[src/rtl/aoc_pkg.sv]
// Shared types and constants for the serial puzzle solver: UART FSM states,
// ASCII digit bounds and the active-low hex glyph table.
package aoc_pkg;

    localparam int unsigned DEF_CLKS_PER_BIT = 217;
    localparam int unsigned DEF_ANSWER_W     = 64;

    localparam logic [7:0] ASCII_0 = 8'h30;
    localparam logic [7:0] ASCII_9 = 8'h39;

    typedef enum logic [1:0] {
        IDLE  = 2'd0,
        START = 2'd1,
        DATA  = 2'd2,
        STOP  = 2'd3
    } uart_state_t;

    // Segment order {a,b,c,d,e,f,g}; 0 lights the segment.
    function automatic logic [6:0] seg7_glyph(input logic [3:0] nib);
        logic [6:0] g;
        case (nib)
            4'h0:    g = 7'b0000001;
            4'h1:    g = 7'b1001111;
            4'h2:    g = 7'b0010010;
            4'h3:    g = 7'b0000110;
            4'h4:    g = 7'b1001100;
            4'h5:    g = 7'b0100100;
            4'h6:    g = 7'b0100000;
            4'h7:    g = 7'b0001111;
            4'h8:    g = 7'b0000000;
            4'h9:    g = 7'b0000100;
            4'hA:    g = 7'b0001000;
            4'hB:    g = 7'b1100000;
            4'hC:    g = 7'b0110001;
            4'hD:    g = 7'b1000010;
            4'hE:    g = 7'b0110000;
            default: g = 7'b0111000;
        endcase
        return g;
    endfunction

endpackage

[src/rtl/aoc_solver.sv]
// Streaming solver: accumulates every terminated ASCII decimal integer into answer.
module aoc_solver #(
    parameter int unsigned ANSWER_W = 64
) (
    input  logic       clk,
    input  logic       rst,
    input  logic       rx_valid,
    input  logic [7:0] rx_byte,
    output logic [7:0] answer_lo
);
    import aoc_pkg::*;

    logic [ANSWER_W-1:0] answer;
    logic [ANSWER_W-1:0] cur;
    logic                in_num;
    logic                is_digit;

    assign is_digit = (rx_byte >= ASCII_0) && (rx_byte <= ASCII_9);

    // A number only counts once a non-digit byte terminates it.
    always_ff @(posedge clk) begin
        if (rst) begin
            answer <= '0;
            cur    <= '0;
            in_num <= 1'b0;
        end else if (rx_valid) begin
            if (is_digit) begin
                cur    <= cur * ANSWER_W'(10) + ANSWER_W'(rx_byte - ASCII_0);
                in_num <= 1'b1;
            end else if (in_num) begin
                answer <= answer + cur;
                cur    <= '0;
                in_num <= 1'b0;
            end
        end
    end

    assign answer_lo = answer[7:0];

endmodule

[src/rtl/uart_rx.sv]
// 8N1 UART receiver with 2-FF synchroniser and mid-bit sampling.
// Optional RX_FRAME_CHECK_EN: drop frames with a low stop bit.
module uart_rx #(
    parameter int unsigned CLKS_PER_BIT = 217
) (
    input  logic       clk,
    input  logic       rst,
    input  logic       rx,
    output logic       rx_valid,
    output logic [7:0] rx_byte
);
    import aoc_pkg::*;

    localparam int unsigned CNT_W = (CLKS_PER_BIT > 2) ? $clog2(CLKS_PER_BIT) : 1;
    localparam int unsigned HALF  = CLKS_PER_BIT / 2;

    uart_state_t state, state_n;
    logic [CNT_W-1:0] cnt, cnt_n;
    logic [2:0]       bit_idx, bit_n;
    logic [7:0]       byte_n;
    logic             valid_n;
    logic             rx_meta, rx_sync;
`ifdef RX_FRAME_CHECK_EN
    logic             wait_high, wait_high_n;
`endif

    always_ff @(posedge clk) begin
        if (rst) begin
            rx_meta <= 1'b1;
            rx_sync <= 1'b1;
        end else begin
            rx_meta <= rx;
            rx_sync <= rx_meta;
        end
    end

    always_ff @(posedge clk) begin
        if (rst) begin
            state    <= IDLE;
            cnt      <= '0;
            bit_idx  <= '0;
            rx_byte  <= '0;
            rx_valid <= 1'b0;
`ifdef RX_FRAME_CHECK_EN
            wait_high <= 1'b0;
`endif
        end else begin
            state    <= state_n;
            cnt      <= cnt_n;
            bit_idx  <= bit_n;
            rx_byte  <= byte_n;
            rx_valid <= valid_n;
`ifdef RX_FRAME_CHECK_EN
            wait_high <= wait_high_n;
`endif
        end
    end

    always_comb begin
        state_n = state;
        cnt_n   = cnt;
        bit_n   = bit_idx;
        byte_n  = rx_byte;
        valid_n = 1'b0;
`ifdef RX_FRAME_CHECK_EN
        wait_high_n = wait_high;
`endif
        unique case (state)
            IDLE: begin
                cnt_n = '0;
                bit_n = '0;
`ifdef RX_FRAME_CHECK_EN
                // After a framing error the line must return high before a new start bit.
                if (wait_high) begin
                    if (rx_sync) wait_high_n = 1'b0;
                end else if (!rx_sync) begin
                    state_n = START;
                end
`else
                if (!rx_sync) state_n = START;
`endif
            end
            START: begin
                if (cnt == CNT_W'(HALF - 1)) begin
                    cnt_n   = '0;
                    state_n = rx_sync ? IDLE : DATA;
                end else begin
                    cnt_n = cnt + CNT_W'(1);
                end
            end
            DATA: begin
                if (cnt == CNT_W'(CLKS_PER_BIT - 1)) begin
                    cnt_n  = '0;
                    byte_n = {rx_sync, rx_byte[7:1]};
                    if (bit_idx == 3'd7) state_n = STOP;
                    else                 bit_n   = bit_idx + 3'd1;
                end else begin
                    cnt_n = cnt + CNT_W'(1);
                end
            end
            STOP: begin
                if (cnt == CNT_W'(CLKS_PER_BIT - 1)) begin
                    cnt_n   = '0;
                    state_n = IDLE;
`ifdef RX_FRAME_CHECK_EN
                    if (rx_sync) valid_n     = 1'b1;
                    else         wait_high_n = 1'b1;
`else
                    valid_n = 1'b1;
`endif
                end else begin
                    cnt_n = cnt + CNT_W'(1);
                end
            end
            default: state_n = IDLE;
        endcase
    end

endmodule

[src/rtl/aoc_serial_top.sv]
// FPGA top: UART receiver feeding the solver, low answer byte shown on two 7-seg digits.
// Define RX_FRAME_CHECK_EN to drop frames whose stop bit is low.
module aoc_serial_top #(
    parameter int unsigned CLKS_PER_BIT = aoc_pkg::DEF_CLKS_PER_BIT,
    parameter int unsigned ANSWER_W     = aoc_pkg::DEF_ANSWER_W
) (
    input  logic CLK,
    input  logic SW1,
    input  logic RX,
    output logic S1_A, output logic S1_B, output logic S1_C, output logic S1_D,
    output logic S1_E, output logic S1_F, output logic S1_G,
    output logic S2_A, output logic S2_B, output logic S2_C, output logic S2_D,
    output logic S2_E, output logic S2_F, output logic S2_G
);
    import aoc_pkg::*;

    logic       rx_valid;
    logic [7:0] rx_byte;
    logic [7:0] answer_lo;
    logic [6:0] seg1, seg2;

    uart_rx #(.CLKS_PER_BIT(CLKS_PER_BIT)) u_rx (
        .clk      (CLK),
        .rst      (SW1),
        .rx       (RX),
        .rx_valid (rx_valid),
        .rx_byte  (rx_byte)
    );

    aoc_solver #(.ANSWER_W(ANSWER_W)) sol (
        .clk       (CLK),
        .rst       (SW1),
        .rx_valid  (rx_valid),
        .rx_byte   (rx_byte),
        .answer_lo (answer_lo)
    );

    always_ff @(posedge CLK) begin
        if (SW1) begin
            seg1 <= seg7_glyph(4'h0);
            seg2 <= seg7_glyph(4'h0);
        end else begin
            seg1 <= seg7_glyph(answer_lo[7:4]);
            seg2 <= seg7_glyph(answer_lo[3:0]);
        end
    end

    assign {S1_A, S1_B, S1_C, S1_D, S1_E, S1_F, S1_G} = seg1;
    assign {S2_A, S2_B, S2_C, S2_D, S2_E, S2_F, S2_G} = seg2;

endmodule

[config.mk]
export PLATFORM = sky130hd
export DESIGN_NAME = aoc_serial_top
export DESIGN_NICKNAME = d
export VERILOG_FILES = /design/src/rtl/aoc_pkg.sv /design/src/rtl/aoc_solver.sv /design/src/rtl/uart_rx.sv /design/src/rtl/aoc_serial_top.sv
export SDC_FILE = /design/constraint.sdc
export NUM_CORES = 1
export LEC_CHECK = 0
export ABC_AREA = 1
export CORE_MARGIN = 8
export CORE_UTILIZATION = 45
export CTS_CLUSTER_DIAMETER = 100
export DETAILED_ROUTE_END_ITERATION = 7
export GPL_ROUTABILITY_DRIVEN = 0
export GPL_TIMING_DRIVEN = 0
export PLACE_DENSITY = 0.65
export SLEW_MARGIN = 20
export SYNTH_ARGS = -nofsm -noshare
export SYNTH_HDL_FRONTEND = slang
export SYNTH_HIERARCHICAL = 1
export SYNTH_SLANG_ARGS = --single-unit
[constraint.sdc]
create_clock -name CLK -period 2.5 [get_ports CLK]
set_input_delay 0.375 -clock CLK [delete_from_list [all_inputs] [get_ports CLK]]
set_output_delay 0.375 -clock CLK [all_outputs]
set_load 0.01 [all_outputs]
## Word level (Yosys, flattened, before mapping)

Memories as Yosys holds them, arrays and structs flattened. A register that Yosys moved wholly into a read port is not among the register bits.
Cells that the tools add are included.

- $add $sub $neg: 5
- $mul: 1
- Magnitude comparators: 2
- Equality and inequality tests: 12
- Mux-type cells: 17
- Bitwise gates (word level): 2
- Reduce and logical (&&, ||, !) cells: 11

Operator list:

| operator | number |
|---|---|
| $add A64 B64 Y64 | 2 |
| $mux W64 | 2 |
| $mul A64 B3 Y63 const B | 1 |
| $pmux W8 S3 | 1 |
| $mux W8 | 2 |
| $mux W2 | 6 |
| $sub A8 B6 Y9 const B | 1 |
| $add A8 B1 Y8 const B | 1 |
| $eq A8 B7 Y1 const B | 1 |
| $eq A8 B8 Y1 const B | 1 |
| $ge A8 B6 Y1 const B | 1 |
| $le A8 B6 Y1 const B | 1 |
| $ne A2 B1 Y1 const B | 4 |
| $pmux W2 S4 | 1 |
| $mux W3 | 2 |
| $pmux W3 S2 | 1 |
| $reduce_and A3 Y1 | 2 |
| $reduce_and A5 Y1 | 1 |
| $eq A2 B2 Y1 const B | 2 |
| $ne A2 B2 Y1 const B | 2 |
| $reduce_and A2 Y1 | 2 |
| $reduce_bool A2 Y1 | 2 |
| $reduce_or A2 Y1 | 2 |
| $add A3 B1 Y3 const B | 1 |
| other kinds (6) | 8 |

- Flip-flop bits (word level): 153
- ROM bits: 224
- Input port bits: 3
- Output and inout bits: 14
- Word-level logic and storage cells: 62
- Memories kept: 2

Memory list:

| memory | words | bits a word | rd ports | clocked after Yosys merged registers in | wr ports | line | RTL |
|---|---|---|---|---|---|---|---|
| (no name shown) | 16 | 7 | 1 | 1 | 0 | aoc_pkg.sv:21 | `case (nib)` |
| (no name shown) | 16 | 7 | 1 | 1 | 0 | aoc_pkg.sv:21 |  |

## Longest topological paths before layout

Gate-level depths: netlist (run 1).

- Depth after elaboration: 4
- Mapped depth: 14

## Cells and area by module

Netlist (run 1), hierarchy kept.

By module, submodules not included:

| module | times used | cells each | area an instance (um^2) | sequential area each (um^2) |
|---|---|---|---|---|
| aoc_solver | 1 | 209 | 1,517.7 | 340.3 |
| uart_rx | 1 | 136 | 1,078.5 | 480.5 |
| aoc_serial_top | 1 | 118 | 889.6 | 280.3 |

## Least setup slack after synthesis (run 1)

No wires, ideal clock.

- Path type: reg-to-reg
- Start: register sol.cur[1]
- End: register sol.cur[7]
- Arrival: 2.214 ns
- Data required time: 2.366 ns
- Path slack: 0.152 ns
- Cell stages (with the launch flop): 13
- Path through: dfxtp_1 > ha_1 > ha_1 > inv_1 > fa_1 > xnor2_1 > ha_1 > a21oi_1 > o21ai_0 > a21oi_1 > nand3_1 > nand3_1 > a21oi_1

- Cells in the longest elaborated chain, start to end: 3

RTL lines:

| item | line | RTL |
|---|---|---|
| from (decl) | aoc_solver.sv:14 | `logic [ANSWER_W-1:0] cur;` |
| from (signal assigned) | aoc_solver.sv:28 | `cur <= cur * ANSWER_W'(10) + ANSWER_W'(rx_byte - ASCII_0);` |
| $mul A64 B3 Y63 | aoc_solver.sv:28 |  |
| $add A64 B64 Y64 | aoc_solver.sv:28 |  |
| $mux W64 | aoc_solver.sv:27 | `if (is_digit) begin` |

No other way between the ends.
A chain may end at the register's enable or synchronous reset.

## Final worst setup path (run 1)

- Start: register sol.cur[3]
- End: register sol.cur[7]

The elaborated chain is that of the path after synthesis.

==> flow_metrics.env, run 1 <==
export IMPL_wirelength_met1_um=3020
export IMPL_cts_buffers=5
export IMPL_grt_pass1_wl_um=11600
export IMPL_cts_buffer_depth=2
export IMPL_ir_worst_vdd_mv=0.254
export IMPL_syn_to_final_growth_pct=14.9
export IMPL_synth_xor_area_share_pct=3.52
export IMPL_postSynthAreaPerCell_um2=7.53
export IMPL_fp_row_count=32
export IMPL_grt_pass1_vias=2758
export IMPL_cellLeakagePower_nw=1.73
export IMPL_async_flop_share_pct=0
export IMPL_vias=2865
export IMPL_wl_per_cell_um=10.8
export IMPL_synth_commonest_cells="105 x nand2_1, 62 x inv_1, 55 x dfxtp_1"
export IMPL_yosys_cell_types_count=40
export IMPL_drt_pass1_iterations=4
export IMPL_dieArea_um2=10800
export IMPL_antenna_found_initial=0
export IMPL_synthMostInstantiatedCell="nand2_1"
export IMPL_hold_slack_ns=0.418
export IMPL_rsz0062_at_grt="true"
export IMPL_insertion_delay_ns=0.31
export IMPL_yosysTopAreaCell="dfxtp_1"
export IMPL_grt_max_degree=19
export IMPL_r2r_slack_ns=0.1
export IMPL_highest_signal_layer="met4"
export IMPL_critPathArrivalTime_ns=2.65
export IMPL_fp_coreArea_um2=7610
export IMPL_port_buffers=16
export IMPL_synth_edf_count=0
export IMPL_syn_inst=463
export IMPL_cts_htree_levels=2
export IMPL_synth_fa_ha_area_share_pct=15.7
export IMPL_clock_root_buffer="clkbuf_8"
export IMPL_synthTopCellsByArea="dfxtp_1 32%, ha_1 14%, nand2_1 11%"
export IMPL_fin_crit_ns=2.40
export IMPL_drv_cap=0
export IMPL_tightest_slew_ns=0.446
export IMPL_route_detailed_drc=0
export IMPL_start_util_pct=45.8
export IMPL_pin_count=17
export IMPL_finalHoldViolations=0
export IMPL_hold_path_class="flop to flop"
export IMPL_nNetsFinal=537
export IMPL_synth_seq_area_share_pct=31.6
export IMPL_timing_fmax_mhz=417
export IMPL_ys_seq_elements=55
export IMPL_dp_hpwl_um=4950
export IMPL_ys_warn_count=6
export IMPL_whs_path_depth=1
export IMPL_synth_simple_gate_area_share_pct=27.4
export IMPL_wl_met3_um=188
export IMPL_synth_compound_area_share_pct=11.9
export IMPL_synth_top_family_by_area="simple AND/OR/NAND/NOR gates"
export IMPL_r2r_start="sol/cur[3]$_SDFFE_PP0P_"
export IMPL_yosys_mux_area_fraction_pct=0
export IMPL_drt_iter0_drc=101
export IMPL_cts_hold_buf=0
export IMPL_diodes=0
export IMPL_drtAntennaViolNets=0
export IMPL_fin_worst_skew_ns=0.00718
export IMPL_fillCellCount=724
export IMPL_track_usage_pct=12.3
export IMPL_synth_nets=508
export IMPL_die_w_um=104
export IMPL_cp_start_kind="flop"
export IMPL_ff2ff_path_depth=13
export IMPL_rr_endpoint="sol/cur[7]$_SDFFE_PP0P_"
export IMPL_powerDensity_nw_per_um2=389
export IMPL_overflow=0
export IMPL_cp_required_ns=2.75
export IMPL_die_height_um=104
export IMPL_cts_tree="done"
export IMPL_netlist_area_leader_share_pct=31.6
export IMPL_tns_ns=0
export IMPL_finalWirelength_um=6400
export IMPL_crit_path_max_fanout=4
export IMPL_whs_endpoint="u_rx/rx_sync$_SDFF_PP1_"
export IMPL_path_class="flop to flop"
export IMPL_fin_util_pct=52.7
export IMPL_fin_crit_sh_pct=96.0
export IMPL_end_kind="flop"
export IMPL_status="finished clean"
export IMPL_max_slew_margin_pct=70.2
export IMPL_setup_violations_final=0
export IMPL_drive_gt1_share_pct=15.6
export IMPL_path_clk_slew_ns=0.10
export IMPL_dr_wl_met2_um=3150
export IMPL_syn_area_um2=3490
export IMPL_synth_main_ff_cell="dfxtp_1"
export IMPL_avgViaCountPerCell=4.82
export IMPL_clock_sinks=55
export IMPL_drv_slew=0
export IMPL_min_from="u_rx/rx_meta$_SDFF_PP1_"
sequential cells by signal (all words and copies together) (netlist names), named ones only:
register       cells
sol/cur            8
u_rx/state         1
u_rx/rx_byte       8
u_rx/cnt           8
sol/in_num         1
u_rx/rx_sync       1
u_rx/rx_meta       1
seg2               7
u_rx/bit_idx       3
u_rx/rx_valid      1
seg1               7
sol/answer         8
power by group:
part | leakage (nW) | internal (mW) | switching, mW
clock | 0.0548 | 0.302 | 0.291
combinational | 1.23 | 0.0234 | 0.0531
sequential | 0.447 | 0.881 | 0.00654
total | 1.73 | 1.21 | 0.351
metrics by stage:
| stage | setup slack [ns] | instances | total power [mW] | cell area [um2] |
|---|---|---|---|---|
| final | 0.100 | 595 | 1.56 | 4010 |
| after global routing | -0.0495 | 595 | 1.64 | 4010 |
| after CTS | 0.0268 | 591 | 1.59 | 3920 |
| after detailed placement | -0.0950 | 581 | 0.987 | 3770 |
| after global placement | -0.0656 | 581 | 0.985 | 3770 |
| after floorplan | 0.152 | 463 | 0.967 | 3490 |
placed cells by master, fill, tap and decap left out, types with 4 or more instances in the layout:
| cell | Yosys | final |
|---|---|---|
| xor2_1 | 8 | 8 |
| nor2_1 | 27 | 27 |
| a21oi_2 | 3 | 4 |
| nand2_2 | 8 | 9 |
| nor2_2 | 5 | 5 |
| dfxtp_1 | 55 | 50 |
| nand3_1 | 34 | 34 |
| o21ai_0 | 19 | 18 |
| buf_4 | 0 | 6 |
| nand2_1 | 105 | 104 |
| clkdlybuf4s50_1 | 0 | 16 |
| buf_6 | 4 | 4 |
| ha_1 | 39 | 34 |
| or2_2 | 4 | 4 |
| inv_2 | 3 | 5 |
| inv_1 | 62 | 59 |
| o21ai_1 | 3 | 4 |
| xnor2_1 | 6 | 5 |
| a21oi_1 | 39 | 38 |
| clkbuf_8 | 0 | 5 |
per-layer routing:
metal	up-vias	GRT usage (%)
li1	1547	-
met1	1285	14.0
met2	29	22.1
met3	4	3.16
met4	0	2.90
met5	-	0
logic make-up (layout without fill, tap and decap cells):
group | after synthesis | in the layout
xor gates and xnor gates | 14 | 14
DFF | 55 | 55
buffers and inverters | 76 | 106
and+or+nand+nor | 202 | 202
adders and majority gates | 42 | 42
AOI/OAI and AO/OA | 74 | 74
cell type report:
type,count,area (um2),area share [%]
multi-input combinational,332,2100,52.4
sequential,55,1110,27.8
inverter,68,268,6.68
timing repair buffer,22,205,5.12
tap,102,128,3.19
buffer,8,77.6,1.94
clock buffer,5,68.8,1.72
clock inverter,3,46.3,1.16
how the worst max path moves through the flow:
stage          slack, ns                 endpoint  depth (start not counted)                    start
6_report             0.1  sol/cur[7]$_SDFFE_PP0P_                         13  sol/cur[3]$_SDFFE_PP0P_
2_1_floorplan       0.15  sol/cur[7]$_SDFFE_PP0P_                         12  sol/cur[1]$_SDFFE_PP0P_
4_1_cts             0.03  sol/cur[7]$_SDFFE_PP0P_                         13  sol/cur[3]$_SDFFE_PP0P_
5_1_grt            -0.05  sol/cur[7]$_SDFFE_PP0P_                         13  sol/cur[3]$_SDFFE_PP0P_
3_5_place_dp        -0.1  sol/cur[7]$_SDFFE_PP0P_                         12  sol/cur[1]$_SDFFE_PP0P_
3_3_place_gp       -0.07  sol/cur[7]$_SDFFE_PP0P_                         12  sol/cur[1]$_SDFFE_PP0P_
worst max-delay path, stage by stage, from the launching register on:
cell,delay (ns)
dfxtp_4,0.38
ha_4,0.27
ha_4,0.14
inv_4,0.04
fa_2,0.36
xnor2_2,0.15
ha_1,0.33
a21oi_1,0.15
o21ai_1,0.09
a21oi_2,0.13
inv_1,0.06
nand2_1,0.05
nand3_1,0.06
a21oi_1,0.14
repair_timing:
item                                    in CTS  in global routing
endpoints found under the setup margin       2                  2
endpoints found under the hold margin        0                  0
pin swaps                                    1                 13
gates resized for setup                      4                 18
setup buffers                                2                  4
Note: power is estimated with default switching activity, not from simulation.
==> inputs of run 2 (changes only) <==
- CTS_BUF_LIST: not set -> sky130_fd_sc_hd__clkbuf_16
==> run 2 against run 1 <==
Against the previous run: clock skew hardly changed; register-to-register slack about the same; flip-flop and latch count unchanged; routed wire length shrank 0.44%; clock power increased by 34%; sequential power hardly changed; via count down 0.14%; utilization rose by 0.66 points; critical path depth did not move; highest routed layer unchanged.
==> flow_metrics.env, run 2 (synthesized netlist as in run 1, its figures left out) <==
export IMPL_p_int_mw=1.38
export IMPL_wl_met3_um=192
export IMPL_tightest_slew_ns=0.460
export IMPL_swShare_pct=21.4
export IMPL_finalWirelength_um=6370
export IMPL_avgViaCountPerCell=4.81
export IMPL_dp_hpwl_um=4950
export IMPL_ir_worst_vdd_mv=0.279
export IMPL_setup_violations_final=0
export IMPL_r2r_start="sol/cur[1]$_SDFFE_PP0P_"
export IMPL_crit_start="sol/cur[1]$_SDFFE_PP0P_"
export IMPL_path_class="flop to flop"
export IMPL_layout_common_cells="104 x nand2_1, 59 x inv_1, 51 x dfxtp_1"
export IMPL_pwr_share_comb_pct=4.4
export IMPL_cts_htree_levels=2
export IMPL_diodes=0
export IMPL_seq_power_share_pct=50.6
export IMPL_dieArea_um2=10800
export IMPL_whs_path_depth=1
export IMPL_multi_input_area_um2=2100
export IMPL_fp_coreArea_um2=7610
export IMPL_clock_power_share_pct=45.1
export IMPL_highest_signal_layer="met4"
export IMPL_route_detailed_drc=0
export IMPL_fin_crit_ns=2.40
export IMPL_cts_buffer_depth=2
export IMPL_die_w_um=104
export IMPL_fin_cells=595
export IMPL_fin_crit_sh_pct=96.1
export IMPL_r2r_slack_ns=0.1
export IMPL_cp_start_kind="flop"
export IMPL_fin_worst_skew_ns=0.00689
export IMPL_drtAntennaViolNets=0
export IMPL_cp_required_ns=2.72
export IMPL_insertion_delay_ns=0.29
export IMPL_path_clk_slew_ns=0.07
export IMPL_syn_to_final_growth_pct=16.4
export IMPL_port_buffers=16
export IMPL_crit_path_max_fanout=5
export IMPL_vias=2861
export IMPL_overflow=0
export IMPL_nNetsFinal=537
export IMPL_rr_endpoint="sol/cur[7]$_SDFFE_PP0P_"
export IMPL_fp_row_count=32
export IMPL_grt_pass1_wl_um=11600
export IMPL_netSwitchingPower_uw=376
export IMPL_antenna_found_initial=0
export IMPL_timing_fmax_mhz=416
export IMPL_cts_buffers=5
export IMPL_max_slew_margin_pct=69.2
export IMPL_grt_max_degree=19
export IMPL_cts_tree="done"
export IMPL_rsz0062_at_grt="true"
export IMPL_grt_pass1_vias=2752
export IMPL_drt_iter0_drc=38
export IMPL_status="finished clean"
export IMPL_critPathArrivalTime_ns=2.62
export IMPL_worstSetupEndpoint="sol/cur[7]$_SDFFE_PP0P_"
export IMPL_wl_per_cell_um=10.7
export IMPL_track_usage_pct=12.2
export IMPL_final_common_cell="nand2_1"
export IMPL_powerDensity_nw_per_um2=433
export IMPL_drv_slew=0
export IMPL_pin_count=17
export IMPL_hold_path_class="flop to flop"
export IMPL_start_util_pct=45.8
export IMPL_hold_slack_ns=0.411
export IMPL_finalHoldViolations=0
export IMPL_drt_pass1_iterations=4
export IMPL_cellLeakagePower_nw=1.76
export IMPL_post_place_cells=581
export IMPL_ff2ff_path_depth=13
export IMPL_drv_cap=0
export IMPL_clock_root_buffer="clkbuf_16"
export IMPL_end_kind="flop"
export IMPL_wirelength_met1_um=3030
export IMPL_die_height_um=104
export IMPL_drive_gt1_share_pct=15.2
export IMPL_clock_sinks=55
export IMPL_pre_cts_slack_ns=-0.0950
export IMPL_fin_ws_ns=0.0981
export IMPL_ff_latch_area_um2=1110
export IMPL_fillCellCount=727
export IMPL_dr_wl_met2_um=3080
[run 2: cell counts in the layout (fill, tap and decap cells not counted)]
Identical to the previous run, type by type.
[run 2: worst min-delay path by stage]
stage	start	endpoint	slack [ns]
after floorplan	u_rx/rx_meta$_SDFF_PP1_	u_rx/rx_sync$_SDFF_PP1_	0.39
after detailed placement	u_rx/rx_meta$_SDFF_PP1_	u_rx/rx_sync$_SDFF_PP1_	0.39
final	u_rx/rx_meta$_SDFF_PP1_	u_rx/rx_sync$_SDFF_PP1_	0.41
after CTS	u_rx/rx_meta$_SDFF_PP1_	u_rx/rx_sync$_SDFF_PP1_	0.41
after global routing	u_rx/rx_meta$_SDFF_PP1_	u_rx/rx_sync$_SDFF_PP1_	0.42
after global placement	u_rx/rx_meta$_SDFF_PP1_	u_rx/rx_sync$_SDFF_PP1_	0.39
[run 2: power by group through the flow]
stage / Combinational, mW / Clock (mW) / Sequential (mW)
global route: 0.0887 / 0.848 / 0.889
floorplan: 0.0589 / 0 / 0.908
detailed placement: 0.0770 / 0 / 0.910
CTS: 0.0782 / 0.815 / 0.888
global placement: 0.0761 / 0 / 0.909
finish: 0.0768 / 0.792 / 0.888
[run 2: final cells by class]
class / count / area share [%]
timing repair buffer: 22 / 5.06
tap: 102 / 3.15
buffer: 8 / 1.91
sequential: 55 / 27.3
multi-input combinational: 332 / 51.7
clock buffer: 5 / 3.08
inverter: 68 / 6.60
clock inverter: 3 / 1.14
[run 2: repair_timing]
action,CTS,global route
pin swaps,1,13
hold buffers,0,0
setup buffers,1,5
gates resized for setup,3,16
endpoints found under the setup margin,2,2
[run 2: metal layers]
layer	global-route usage (%)	vias up
met1	14.0	1274
li1	-	1546
met2	22.1	34
met5	0	-
met3	2.73	7
met4	3.41	0
[run 2: through the flow]
step,setup TNS [ns],power [mW],area [um2],util [%]
detailed placement,-0.113,0.987,3770,49.6
global route,-0.0428,1.83,4060,53.3
global placement,-0.0827,0.985,3770,49.6
floorplan,0,0.967,3490,-
finish,0,1.76,4060,53.3
CTS,0,1.78,3970,52.2
[run 2: critical path: stages (launching register included)]
cell and delay (ns):
dfxtp_4 0.37, ha_4 0.27, ha_4 0.14, inv_4 0.04, fa_2 0.36, xnor2_2 0.15
ha_1 0.33, a21oi_1 0.15, o21ai_1 0.09, a21oi_2 0.13, inv_1 0.06, nand2_1 0.05
nand3_1 0.06, a21oi_1 0.15
==> inputs of run 3 (changes only) <==
- ABC_AREA: 1 -> not set
- SKIP_LAST_GASP: not set -> 1
==> run 3 against run 2 <==
Against the previous run: total power fell by 3.7%; final area fell by 2.3%; routed wire length rose by 8.7%; critical path depth fell by 2; global-route usage rose by 1.7 points; non-clock buffer count rose by 8; clock skew fell by 0.0022 ns; clock power fell by 11%; utilization rose by 1.3 points; die area fell by 2.7%; via count fell by 3.7%; final cell count fell by 15%; critical path type unchanged; largest power group unchanged; highest routed layer unchanged.
==> flow_metrics.env, run 3 <==
export IMPL_synth_seq_area_share_pct=32.6
export IMPL_drt_pass1_iterations=4
export IMPL_fin_crit_sh_pct=98.8
export IMPL_ir_worst_vdd_mv=0.273
export IMPL_vias=2755
export IMPL_powerDensity_nw_per_um2=427
export IMPL_worst_path_buf_inv=2
export IMPL_final_common_cell="dfxtp_1"
export IMPL_synth_main_ff_cell="dfxtp_1"
export IMPL_synthMostInstantiatedCell="dfxtp_1"
export IMPL_cts_hold_buf=0
export IMPL_status="finished clean"
export IMPL_path_clk_slew_ns=0.07
export IMPL_synth_commonest_cells="55 x dfxtp_1, 39 x ha_1, 33 x nor2_1"
export IMPL_pin_count=17
export IMPL_die_height_um=103
export IMPL_syn_inst=377
export IMPL_tightest_slew_ns=0.573
export IMPL_insertion_delay_ns=0.30
export IMPL_fin_crit_ns=2.47
export IMPL_clock_root_buffer="clkbuf_16"
export IMPL_drv_cap=0
export IMPL_netlist_area_leader_share_pct=32.6
export IMPL_start_util_pct=46.5
export IMPL_crit_path_max_fanout=2
export IMPL_hold_path_class="flop to flop"
export IMPL_fin_worst_skew_ns=0.00468
export IMPL_finalWirelength_um=6930
export IMPL_yosys_cell_types_count=59
export IMPL_syn_area_um2=3370
export IMPL_tns_ns=0
export IMPL_path_delay_family="adder cells"
export IMPL_drt_iter0_drc=96
export IMPL_route_detailed_drc=0
export IMPL_layout_common_cells="50 x dfxtp_1, 34 x ha_1, 33 x nor2_1"
export IMPL_nNetsFinal=452
export IMPL_grt_pass1_vias=2615
export IMPL_overflow=0
export IMPL_setup_violations_final=0
export IMPL_path_cells="ha_4 > ha_4 > inv_2 > fa_2 > inv_2 > ha_4 > o21ai_2 > o21ai_2 > a21oi_2 > or4_4 > nand3_2"
export IMPL_drive_gt1_share_pct=13.7
export IMPL_grt_pass1_wl_um=11900
export IMPL_critPathMaxStageDelay_ns=0.53
export IMPL_clock_sinks=55
export IMPL_synthTopCellsByArea="dfxtp_1 33%, ha_1 14%, mux2i_1 4.5%"
export IMPL_diodes=0
export IMPL_fin_cells=507
export IMPL_yosysTopAreaCell="dfxtp_1"
export IMPL_power_total_mw=1.69
export IMPL_path_class="flop to flop"
export IMPL_cellLeakagePower_nw=1.50
export IMPL_slowest_stage="fa_2"
export IMPL_cts_htree_levels=2
export IMPL_timing_fmax_mhz=405
export IMPL_max_slew_margin_pct=61.7
export IMPL_ys_warn_count=6
export IMPL_grt_max_degree=19
export IMPL_post_place_cells=492
export IMPL_cp_start_kind="flop"
export IMPL_rsz0062_at_grt="true"
export IMPL_antenna_found_initial=0
export IMPL_critPathMostFrequentCell="ha_4"
export IMPL_synth_edf_count=0
export IMPL_ys_seq_elements=55
export IMPL_port_buffers=16
export IMPL_drtAntennaViolNets=0
export IMPL_cts_buffers=5
export IMPL_fp_row_count=31
export IMPL_cts_tree="done"
export IMPL_wl_per_cell_um=13.7
export IMPL_end_kind="flop"
export IMPL_die_w_um=103
export IMPL_syn_to_final_growth_pct=17.4
export IMPL_cp_required_ns=2.74
export IMPL_synth_nets=422
export IMPL_track_usage_pct=13.9
export IMPL_cts_buffer_depth=2
export IMPL_avgViaCountPerCell=5.43
export IMPL_async_flop_share_pct=0
export IMPL_fp_coreArea_um2=7250
export IMPL_finalHoldViolations=0
export IMPL_critPathArrivalTime_ns=2.71
export IMPL_dieArea_um2=10500
export IMPL_fin_util_pct=54.6
export IMPL_drv_slew=0
export IMPL_postSynthAreaPerCell_um2=8.95
export IMPL_dp_hpwl_um=5100
[run 3: cell count changes after synthesis, sizes merged, moves of 5 or more]
cell / before / now
clkbuf: 2 / 8
nand3b: 3 / 9
inv: 68 / 23
a21oi: 42 / 26
a31oi: 2 / 7
xnor2: 6 / 11
nor3: 4 / 9
nand2: 115 / 28
mux2i: 0 / 15
nand2b: 0 / 5
nand3: 36 / 16
a211oi: 1 / 14
o21ai: 24 / 12
[run 3: cell families after synthesis]
kind of cell | Yosys count | share of synthesized area [%]
XOR/XNOR | 16 | 4.56
multiplexers | 17 | 5.23
AND/OR/NAND/NOR | 127 | 20.2
flip-flops | 55 | 32.6
adder cells (fa/ha/maj) | 42 | 16.2
buffers and inverters | 38 | 5.01
AO/OA/AOI/OAI | 82 | 16.1
[run 3: layout make-up]
class                   instances  area (um2)
clock buffers                   5         125
fillers                       679        3290
plain buffers                  15        82.6
clock inverters                 3        25.0
multi-input cells             284        2190
inverters                      23        86.3
flip-flops and latches         55        1110
repair buffers                 23         216
well taps                      99         124
[run 3: repair_timing]
| item | 4_1_cts | 5_1_grt |
|---|---|---|
| setup buffers | 5 | 2 |
| endpoints found under the hold margin | 0 | 0 |
| setup endpoints to repair | 2 | 2 |
| resized for setup | 17 | 9 |
| pin swaps | 9 | 7 |
[run 3: path summary, 6_finish.rpt]
path | startpoint | end | slack [ns] | cells past startpoint
min reg2reg | u_rx/rx_meta$_SDFF_PP1_ | u_rx/rx_sync$_SDFF_PP1_ | 0.41 | 1
max | sol/cur[1]$_SDFFE_PP0P_ | sol/cur[7]$_SDFFE_PP0P_ | 0.03 | 11
max reg2reg | sol/cur[1]$_SDFFE_PP0P_ | sol/cur[7]$_SDFFE_PP0P_ | 0.03 | 11
min | u_rx/rx_meta$_SDFF_PP1_ | u_rx/rx_sync$_SDFF_PP1_ | 0.41 | 1
[run 3: power by group]
part / switching, mW / internal [mW]
sequential: 0.00723 / 0.882
clock: 0.333 / 0.375
combinational: 0.0516 / 0.0434
[run 3: per-layer routing]
metal | part of all wire [%] | routed length [um] | global-route usage, % | up-vias
li1 | - | - | - | 1410
met1 | 48 | 3310 | 17.0 | 1306
met2 | 48 | 3310 | 24.3 | 32
met3 | 3.6 | 247 | 2.30 | 7
met4 | 0.82 | 57 | 4.06 | 0
met5 | 0 | 0 | 0 | -
[run 3: worst reg2reg max path: stages (launching register included)]
cell,delay (ns)
dfxtp_4,0.36
ha_4,0.26
ha_4,0.13
inv_2,0.03
fa_2,0.53
inv_2,0.04
ha_4,0.27
o21ai_2,0.06
o21ai_2,0.14
a21oi_2,0.09
or4_4,0.42
nand3_2,0.08
[run 3: metrics by stage]
step | hold WS [ns] | cell area (um2) | worst slack (ns)
finish | 0.410 | 3960 | 0.0305
global route | 0.431 | 3960 | -0.0260
CTS | 0.415 | 3910 | -0.0880
detailed placement | 0.397 | 3660 | -0.260
global placement | 0.391 | 3660 | -0.191
floorplan | 0.389 | 3370 | 0.0140
